==> src/rtl/bcd_serial_adder_pkg.sv <==
// Shared definitions for the digit-serial packed-BCD adder.
//   BCD_MAX  - largest legal decimal digit
//   BCD_ADJ  - correction added to a binary digit sum that exceeds BCD_MAX
//   DIGIT_W  - bits per packed BCD digit
//   state_t  - sequencer state encoding
package bcd_serial_adder_pkg;

    localparam int DIGIT_W = 4;

    localparam logic [DIGIT_W-1:0] BCD_MAX = 4'd9;
    localparam logic [DIGIT_W-1:0] BCD_ADJ = 4'd6;

    typedef enum logic {
        IDLE = 1'b0,
        RUN  = 1'b1
    } state_t;

endpackage

==> src/rtl/bcd_digit_add.sv <==
// Single decimal digit adder with BCD correction (combinational).
// Ports:
//   x, y  - input digits (4 bits each, nominally 0..9)
//   cin   - decimal carry in
//   s     - corrected result digit
//   cout  - decimal carry out
// Digits above 9 are not rejected; they follow the same arithmetic, so the
// 5-bit intermediate sum must cover up to 15 + 15 + 1.
module bcd_digit_add
    import bcd_serial_adder_pkg::*;
(
    input  logic [DIGIT_W-1:0] x,
    input  logic [DIGIT_W-1:0] y,
    input  logic               cin,
    output logic [DIGIT_W-1:0] s,
    output logic               cout
);

    logic [DIGIT_W:0] t;
    logic [DIGIT_W:0] t_adj;

    assign t     = {1'b0, x} + {1'b0, y} + {{DIGIT_W{1'b0}}, cin};
    assign t_adj = t + {1'b0, BCD_ADJ};

    always_comb begin
        s    = t[DIGIT_W-1:0];
        cout = 1'b0;
        if (t > {1'b0, BCD_MAX}) begin
            // Adding 6 skips the six unused codes; the low nibble is the
            // decimal digit and the carry is always one here.
            s    = t_adj[DIGIT_W-1:0];
            cout = 1'b1;
        end
    end

endmodule

==> src/rtl/bcd_serial_adder.sv <==
// Digit-serial packed-BCD adder, one digit per clock, LSD first.
// Ports:
//   clk   - clock, rising edge
//   rst   - asynchronous reset, active high
//   start - begin an operation (accepted only while idle)
//   a, b  - packed BCD operands, digit i at [4i+3:4i]; latched on start
//   busy  - operation in progress
//   done  - one-cycle pulse when sum/cout/err are final
//   sum   - packed BCD result (held until the next accepted start)
//   cout  - decimal carry out of the most significant digit
//   err   - some input digit of a or b was greater than 9
// Handshake: start is a request sampled on a rising edge; it is taken only
// in IDLE (busy low), including the cycle where done is high, and ignored
// otherwise. done is a single-cycle completion pulse with no back-pressure.
module bcd_serial_adder
    import bcd_serial_adder_pkg::*;
#(
    parameter int DIGITS = 4
) (
    input  logic                      clk,
    input  logic                      rst,
    input  logic                      start,
    input  logic [DIGIT_W*DIGITS-1:0] a,
    input  logic [DIGIT_W*DIGITS-1:0] b,
    output logic                      busy,
    output logic                      done,
    output logic [DIGIT_W*DIGITS-1:0] sum,
    output logic                      cout,
    output logic                      err
);

    localparam int W     = DIGIT_W * DIGITS;
    localparam int IDX_W = (DIGITS > 1) ? $clog2(DIGITS) : 1;
    localparam logic [IDX_W-1:0] LAST = IDX_W'(DIGITS - 1);

    // State is kept as a named signal so checkers can bind to it directly.
    state_t           state, state_n;
    logic [W-1:0]     a_q, a_n;
    logic [W-1:0]     b_q, b_n;
    logic             carry, carry_n;
    logic [IDX_W-1:0] idx, idx_n;
    logic [W-1:0]     sum_n;
    logic             cout_n;
    logic             err_n;
    logic             done_n;

    logic [DIGIT_W-1:0] cur_a;
    logic [DIGIT_W-1:0] cur_b;
    logic [DIGIT_W-1:0] dig_s;
    logic               dig_c;
    logic               in_err;

    assign cur_a = a_q[idx*DIGIT_W +: DIGIT_W];
    assign cur_b = b_q[idx*DIGIT_W +: DIGIT_W];

    bcd_digit_add u_digit (
        .x    (cur_a),
        .y    (cur_b),
        .cin  (carry),
        .s    (dig_s),
        .cout (dig_c)
    );

    // Flag any illegal digit on the live inputs; only used on the start edge.
    always_comb begin
        in_err = 1'b0;
        for (int i = 0; i < DIGITS; i++) begin
            if (a[i*DIGIT_W +: DIGIT_W] > BCD_MAX) in_err = 1'b1;
            if (b[i*DIGIT_W +: DIGIT_W] > BCD_MAX) in_err = 1'b1;
        end
    end

    always_comb begin
        state_n = state;
        a_n     = a_q;
        b_n     = b_q;
        carry_n = carry;
        idx_n   = idx;
        sum_n   = sum;
        cout_n  = cout;
        err_n   = err;
        done_n  = 1'b0;
        case (state)
            IDLE: begin
                if (start) begin
                    a_n     = a;
                    b_n     = b;
                    carry_n = 1'b0;
                    idx_n   = '0;
                    sum_n   = '0;
                    cout_n  = 1'b0;
                    err_n   = in_err;
                    state_n = RUN;
                end
            end
            RUN: begin
                sum_n[idx*DIGIT_W +: DIGIT_W] = dig_s;
                carry_n = dig_c;
                if (idx == LAST) begin
                    cout_n  = dig_c;
                    done_n  = 1'b1;
                    idx_n   = '0;
                    state_n = IDLE;
                end else begin
                    idx_n = idx + 1'b1;
                end
            end
            default: state_n = IDLE;
        endcase
    end

    always_ff @(posedge clk or posedge rst) begin
        if (rst) begin
            state <= IDLE;
            a_q   <= '0;
            b_q   <= '0;
            carry <= 1'b0;
            idx   <= '0;
            sum   <= '0;
            cout  <= 1'b0;
            err   <= 1'b0;
            done  <= 1'b0;
        end else begin
            state <= state_n;
            a_q   <= a_n;
            b_q   <= b_n;
            carry <= carry_n;
            idx   <= idx_n;
            sum   <= sum_n;
            cout  <= cout_n;
            err   <= err_n;
            done  <= done_n;
        end
    end

    // busy follows the state register, so reset clears it asynchronously too.
    assign busy = (state == RUN);

endmodule

==> config.mk <==
export PLATFORM = sky130hd
export DESIGN_NAME = bcd_serial_adder
export DESIGN_NICKNAME = d
export VERILOG_FILES = /design/src/rtl/bcd_serial_adder_pkg.sv /design/src/rtl/bcd_digit_add.sv /design/src/rtl/bcd_serial_adder.sv
export SDC_FILE = /design/constraint.sdc
export NUM_CORES = 1
export LEC_CHECK = 0
export ABC_AREA = 1
export BUFFER_PORTS_ARGS = -buffer_cell sky130_fd_sc_hd__buf_2
export CAP_MARGIN = 20
export CORE_MARGIN = 3
export CORE_UTILIZATION = 52
export CTS_CLUSTER_SIZE = 20
export DETAILED_ROUTE_END_ITERATION = 7
export PLACE_DENSITY = 0.82
export SYNTH_ARGS = -nofsm -noshare
export SYNTH_HDL_FRONTEND = slang
export SYNTH_SLANG_ARGS = --single-unit
==> constraint.sdc <==
create_clock -name clk -period 5.2 [get_ports clk]
set_input_delay 0.52 -clock clk [delete_from_list [all_inputs] [get_ports clk]]
set_output_delay 0.52 -clock clk [all_outputs]
set_load 0.01 [all_outputs]
== Word level (Yosys, flattened, before mapping) ==
Cells that the tools add are included.
Operators by class
  $lt $le $gt $ge: 9
  $add $sub $neg: 5
  reduce and logical (&&, ||, !) cells: 2
  shift-type cells: 4
  bitwise logic cells: 1
  equality and inequality tests: 3
  muxes and demuxes: 25
Operators with widths (count)
  $neg A4 Y34: 1
  $shift A4 B34 Y16 const A: 1
  $shiftx A4 B34 Y16: 1
  $gt A4 B4 Y1 const B: 8
  $pmux W16 S2: 1
  $shiftx A16 B5 Y4: 2
  $bwmux W16: 1
  $mux W16: 1
  $mux W1: 15
  $pmux W1 S2: 3
  $add A4 B4 Y5: 1
  $add A5 B1 Y5: 1
  $gt A5 B4 Y1 const B: 1
  $add A4 B3 Y4 const B: 1
  $mux W2: 2
  $mux W4: 1
  $pmux W2 S2: 1
  $reduce_and A2 Y1: 2
  $add A2 B1 Y2 const B: 1
  $eq A2 B2 Y1 const B: 1
  $ne A2 B1 Y1 const B: 1
  $ne A2 B2 Y1 const B: 1
  $not A1 Y1: 1
Storage, ports and cells
  word-level logic and storage cells: 58
  register bits: 55

== Logic depth before layout (Yosys ltp) ==
  word-level depth: 9
  gate-level depth with buffers: 20
  gate-level depth less buffers: 18

== Modules after synthesis ==
From an unflattened synthesis, not the netlist that was laid out.
Unflattened totals
  cell total of the unflattened synthesis: 338
  area, all modules: 2801.4 µm²
Modules (own cells, without submodules)
  bcd_serial_adder: instances 1, area each 2502.4 µm², sequential area each 1376.3 µm², cells an instance 293
  bcd_digit_add: instances 1, area each 299.0 µm², sequential area each 0.0 µm², cells an instance 45

== Worst setup path before layout ==
No wires, ideal clock.
  path type: reg2reg
  start point: register idx[0]
  end point: register sum[10]
  cell stages (with the launch flop): 17
  path slack: 2.323 ns
  path buffers: 2
  arrival time: 2.756 ns
  path through: dfrtp_1 buf_2 buf_2 o21ai_0 o22ai_1 fa_1 fa_1 inv_1 ha_1 inv_1 nor2_1 a21oi_2 nand2_2 nand3b_1 nand2_2 nand3_1 o21ai_2
Between the ends
  cells in the longest elaborated chain, start to end: 8
Ends and longest elaborated chain
  start, declared: RTL line bcd_serial_adder.sv:41  | logic [IDX_W-1:0] idx, idx_n;
  start signal, assigned: RTL line bcd_serial_adder.sv:128  | idx <= idx_n;
  $shiftx A16 B5 Y4 (on tied branches): RTL line bcd_serial_adder.sv:53, bcd_serial_adder.sv:54
  $add A4 B4 Y5: RTL line bcd_digit_add.sv:22  | assign t = {1'b0, x} + {1'b0, y} + {{DIGIT_W{1'b0}}, cin};
  $add A5 B1 Y5: RTL line bcd_digit_add.sv:22
  $add A4 B3 Y4 / $gt A5 B4 Y1 (equally long branches): RTL line bcd_digit_add.sv:23, bcd_digit_add.sv:28
  $mux W4: RTL line bcd_digit_add.sv:28  | if (t > {1'b0, BCD_MAX}) begin
  $shiftx A4 B34 Y16: RTL line bcd_serial_adder.sv:97  | sum_n[idx*DIGIT_W +: DIGIT_W] = dig_s;
  $bwmux W16 *: RTL line bcd_serial_adder.sv:97
  $pmux W16 S2 *: RTL line bcd_serial_adder.sv:83  | case (state)
  end signal, assigned: RTL line bcd_serial_adder.sv:129  | sum <= sum_n;
  end, declared: RTL line bcd_serial_adder.sv:27  | output logic [DIGIT_W*DIGITS-1:0] sum,
Every way passes the cells marked *; elsewhere a longest branch is shown, timed or not.
A chain may end at the register's enable or synchronous reset.

== Final worst setup path ==
Same ends and word-level chain as after synthesis.

==> results.cfg <==
[clocking]
post_cts.resized_instances = 0
cts-buffers-inserted = 5
cts-root-to-sink-buffers = 2
cts_tree = built
clockRootBuffer = sky130_fd_sc_hd__clkbuf_8
clkLatencyLatePin_ns = 0.30
clk_pin_slew_worst_paths_ns = 0.09
cts_sinks = 55
post-cts-setup-buffers = 0
cts_max_level = 2
cts_hold_buf = 0

[sta]
finalWorstPathRequiredPeriod_ns = 3.61
grt_setup_unrepaired = no
whs_ns = 0.221
finalHoldViolations = 0
relSlewSlack = 0.437
totalNegativeSetupSlack_ns = 0
skew_ns = 0.00757
final_max_slew_viol_count = 0
layout_worst_path_cycle_share = 0.695
worst-slew-pin-transition_ns = 0.843
timing.final.setup_violations = 0
max_freq_ghz = 0.277

[finish]
finalNetCount = 443
area_growth_syn_to_layout_pct = 13.9
finish.cell_count_without_fillers = 467
insertedDiodeCount = 0
layout_common_cells = 100 x sky130_fd_sc_hd__nand2_1, 55 x sky130_fd_sc_hd__dfrtp_1, 54 x sky130_fd_sc_hd__buf_2
layout-drive-gt1-share = 0.212
layout.cells.most_common = sky130_fd_sc_hd__nand2_1

[grt]
globalRoute.totalOverflow = 0
antenna_found_initial = 0
grt_util_all_layers = 0.200
grt_start_max_net_pins = 56
first_pass_grt_wire_length_mm = 10.0
via_count_of_the_first_global_routing_pass = 2257

[critical_path]
worst-path-buf-inv = 3
crit_slowest_cell = sky130_fd_sc_hd__dfrtp_1
crit_chain = inv_2 > o21ai_0 > o22ai_1 > fa_1 > fa_1 > inv_1 > ha_1 > inv_1 > nor2_1 > a21oi_2 > nand2_2 > nand2_4 > nand2_2 > nand2_2 > nand3_1 > o21ai_2
path_depth = 16
crit_family = adder cells
cp_common_cell = sky130_fd_sc_hd__nand2_2
setup_cp_type = flop to flop
worst_setup_path_end_kind = flop
reg2reg_from = idx[0]$_DFFE_PP0P_
cp_data_required_time_ns = 5.43
reg2reg_setup_slack_ns = 1.59
reg2regPathDepth = 16
startpoint = idx[0]$_DFFE_PP0P_
rr_endpoint = sum[10]$_DFFE_PP0P_
worst_ep_arrival_time_ns = 3.84
worstSetupEndpoint = sum[10]$_DFFE_PP0P_
worstSetupStartpointType = flop
timing.critical_path.slowest_cell_delay_ns = 0.88
path_max_fanout = 27

[outcome]
status = finished clean

[floorplanning]
die_y_um = 79.7
fp.dieArea_um2 = 6350
num_rows = 26
die_extent_in_x_um = 79.7
floorplan.io_pins = 55
start_util = 0.546
fp.coreArea_um2 = 5170

[drt]
drt_iter0_markers = 100
wl_per_cell_um = 12.4
remaining_number_of_nets_flagged_by_the_antenna_check_after_routing = 0
first_pass_iters = 4
wl_mm = 5.80
detailroute.via_count = 2361
via_count_normalized_by_instance_count = 5.06
drc = 0

[yosys]
synth_warnings = 0
synth_largest_area_cell = sky130_fd_sc_hd__dfrtp_1
synth_seq_area_share = 0.487
syn_nets = 393
cells_after_synth = 348
ys_seq_elements = 55
ys_top_cells_by_area = sky130_fd_sc_hd__dfrtp_1 49%, sky130_fd_sc_hd__nand2_1 13%, sky130_fd_sc_hd__o21ai_0 7.1%, sky130_fd_sc_hd__inv_1 4.9%, sky130_fd_sc_hd__ha_1 3.5%
netlist_area_um2 = 2830
post_synth.cell_area_avg_um2 = 8.12
yosysUniqueCellTypes = 32
yosys.area.top_type_share = 0.487

[placement]
numPlacedInstances = 460
post-dp-hpwl_mm = 4.39
gp_routability_congestion = 0.958
buffer_ports.inserted = 54

[job]
max-cap-violations = 0

[hold_path]
worstHoldPathType = input pin to asynchronous set/reset pin
==> flip-flops by register name (all words and copies together) (netlist names) <==
| signal | count |
|---|---|
| a_q | 16 |
| b_q | 16 |
| sum | 16 |
| idx | 2 |
| busy | 1 |
| carry | 1 |
| cout | 1 |
| done | 1 |
| err | 1 |
==> how the worst min path moves through the flow <==
stage                        from            endpoint  depth (start not counted)
2_1_floorplan  a_q[8]$_DFFE_PP0P_  a_q[8]$_DFFE_PP0P_                          2
3_3_place_gp   a_q[7]$_DFFE_PP0P_  a_q[7]$_DFFE_PP0P_                          2
3_5_place_dp   sum[5]$_DFFE_PP0P_  sum[5]$_DFFE_PP0P_                          2
4_1_cts                      b[0]  b_q[0]$_DFFE_PP0P_                          3
5_1_grt                       rst      busy$_DFF_PP0_                          2
6_report                      rst      busy$_DFF_PP0_                          2
==> synthesized netlist by cell type <==
cell type,n
sky130_fd_sc_hd__buf_4,1
sky130_fd_sc_hd__o22ai_1,8
sky130_fd_sc_hd__inv_2,4
sky130_fd_sc_hd__nand3_2,2
sky130_fd_sc_hd__fa_1,2
sky130_fd_sc_hd__o21ai_2,3
sky130_fd_sc_hd__buf_2,7
sky130_fd_sc_hd__nand2_4,2
sky130_fd_sc_hd__clkbuf_1,3
sky130_fd_sc_hd__a21oi_4,1
sky130_fd_sc_hd__o21ai_0,40
sky130_fd_sc_hd__nand3_1,14
sky130_fd_sc_hd__a32o_1,1
sky130_fd_sc_hd__nand2_1,100
sky130_fd_sc_hd__a21oi_2,1
sky130_fd_sc_hd__dfrtp_1,55
sky130_fd_sc_hd__nor3_2,1
sky130_fd_sc_hd__buf_1,1
sky130_fd_sc_hd__nand4_2,1
sky130_fd_sc_hd__ha_1,8
sky130_fd_sc_hd__o21bai_1,2
sky130_fd_sc_hd__nand2_2,7
sky130_fd_sc_hd__nand4_1,6
sky130_fd_sc_hd__and2_1,1
sky130_fd_sc_hd__nor2_1,23
sky130_fd_sc_hd__nand3b_1,1
sky130_fd_sc_hd__nor3_1,3
sky130_fd_sc_hd__inv_1,37
sky130_fd_sc_hd__o21ai_1,3
sky130_fd_sc_hd__clkinv_1,2
sky130_fd_sc_hd__nor2_2,1
sky130_fd_sc_hd__a21oi_1,7
==> stage by stage <==
step	setup WS, ns	util	cell area [µm²]
3_5_place_dp	1.64	0.604	3130
3_3_place_gp	1.75	0.604	3130
4_1_cts	1.61	0.618	3200
5_1_grt	1.20	0.622	3220
2_1_floorplan	2.32	-	2830
6_report	1.59	0.622	3220
==> final cells by class <==
| cell class | count | area [µm²] |
|---|---|---|
| Tap cell | 70 | 87.6 |
| Sequential cell | 55 | 1380 |
| Fill cell | 462 | 1950 |
| Timing Repair Buffer | 55 | 290 |
| Clock buffer | 6 | 72.6 |
| Multi-Input combinational cell | 238 | 1230 |
| Inverter | 43 | 161 |
==> logic make-up after synthesis <==
kind of cell | share of synthesized area
adders and majority gates | 0.0496
AOI/OAI and AO/OA | 0.133
buffers and inverters | 0.0775
and+or+nand+nor | 0.252
DFF | 0.487
==> metal layers <==
metal	routed length, µm	GRT usage	vias to the layer above
met1	2600	0.256	1069
met2	2790	0.339	70
met3	278	0.0372	12
li1	-	-	1210
met4	130	0.0670	0
met5	0	0	-
Power is left out: the tool's default activity adds up to more than one toggle a clock period on the data nets, which glitch-free logic cannot reach.
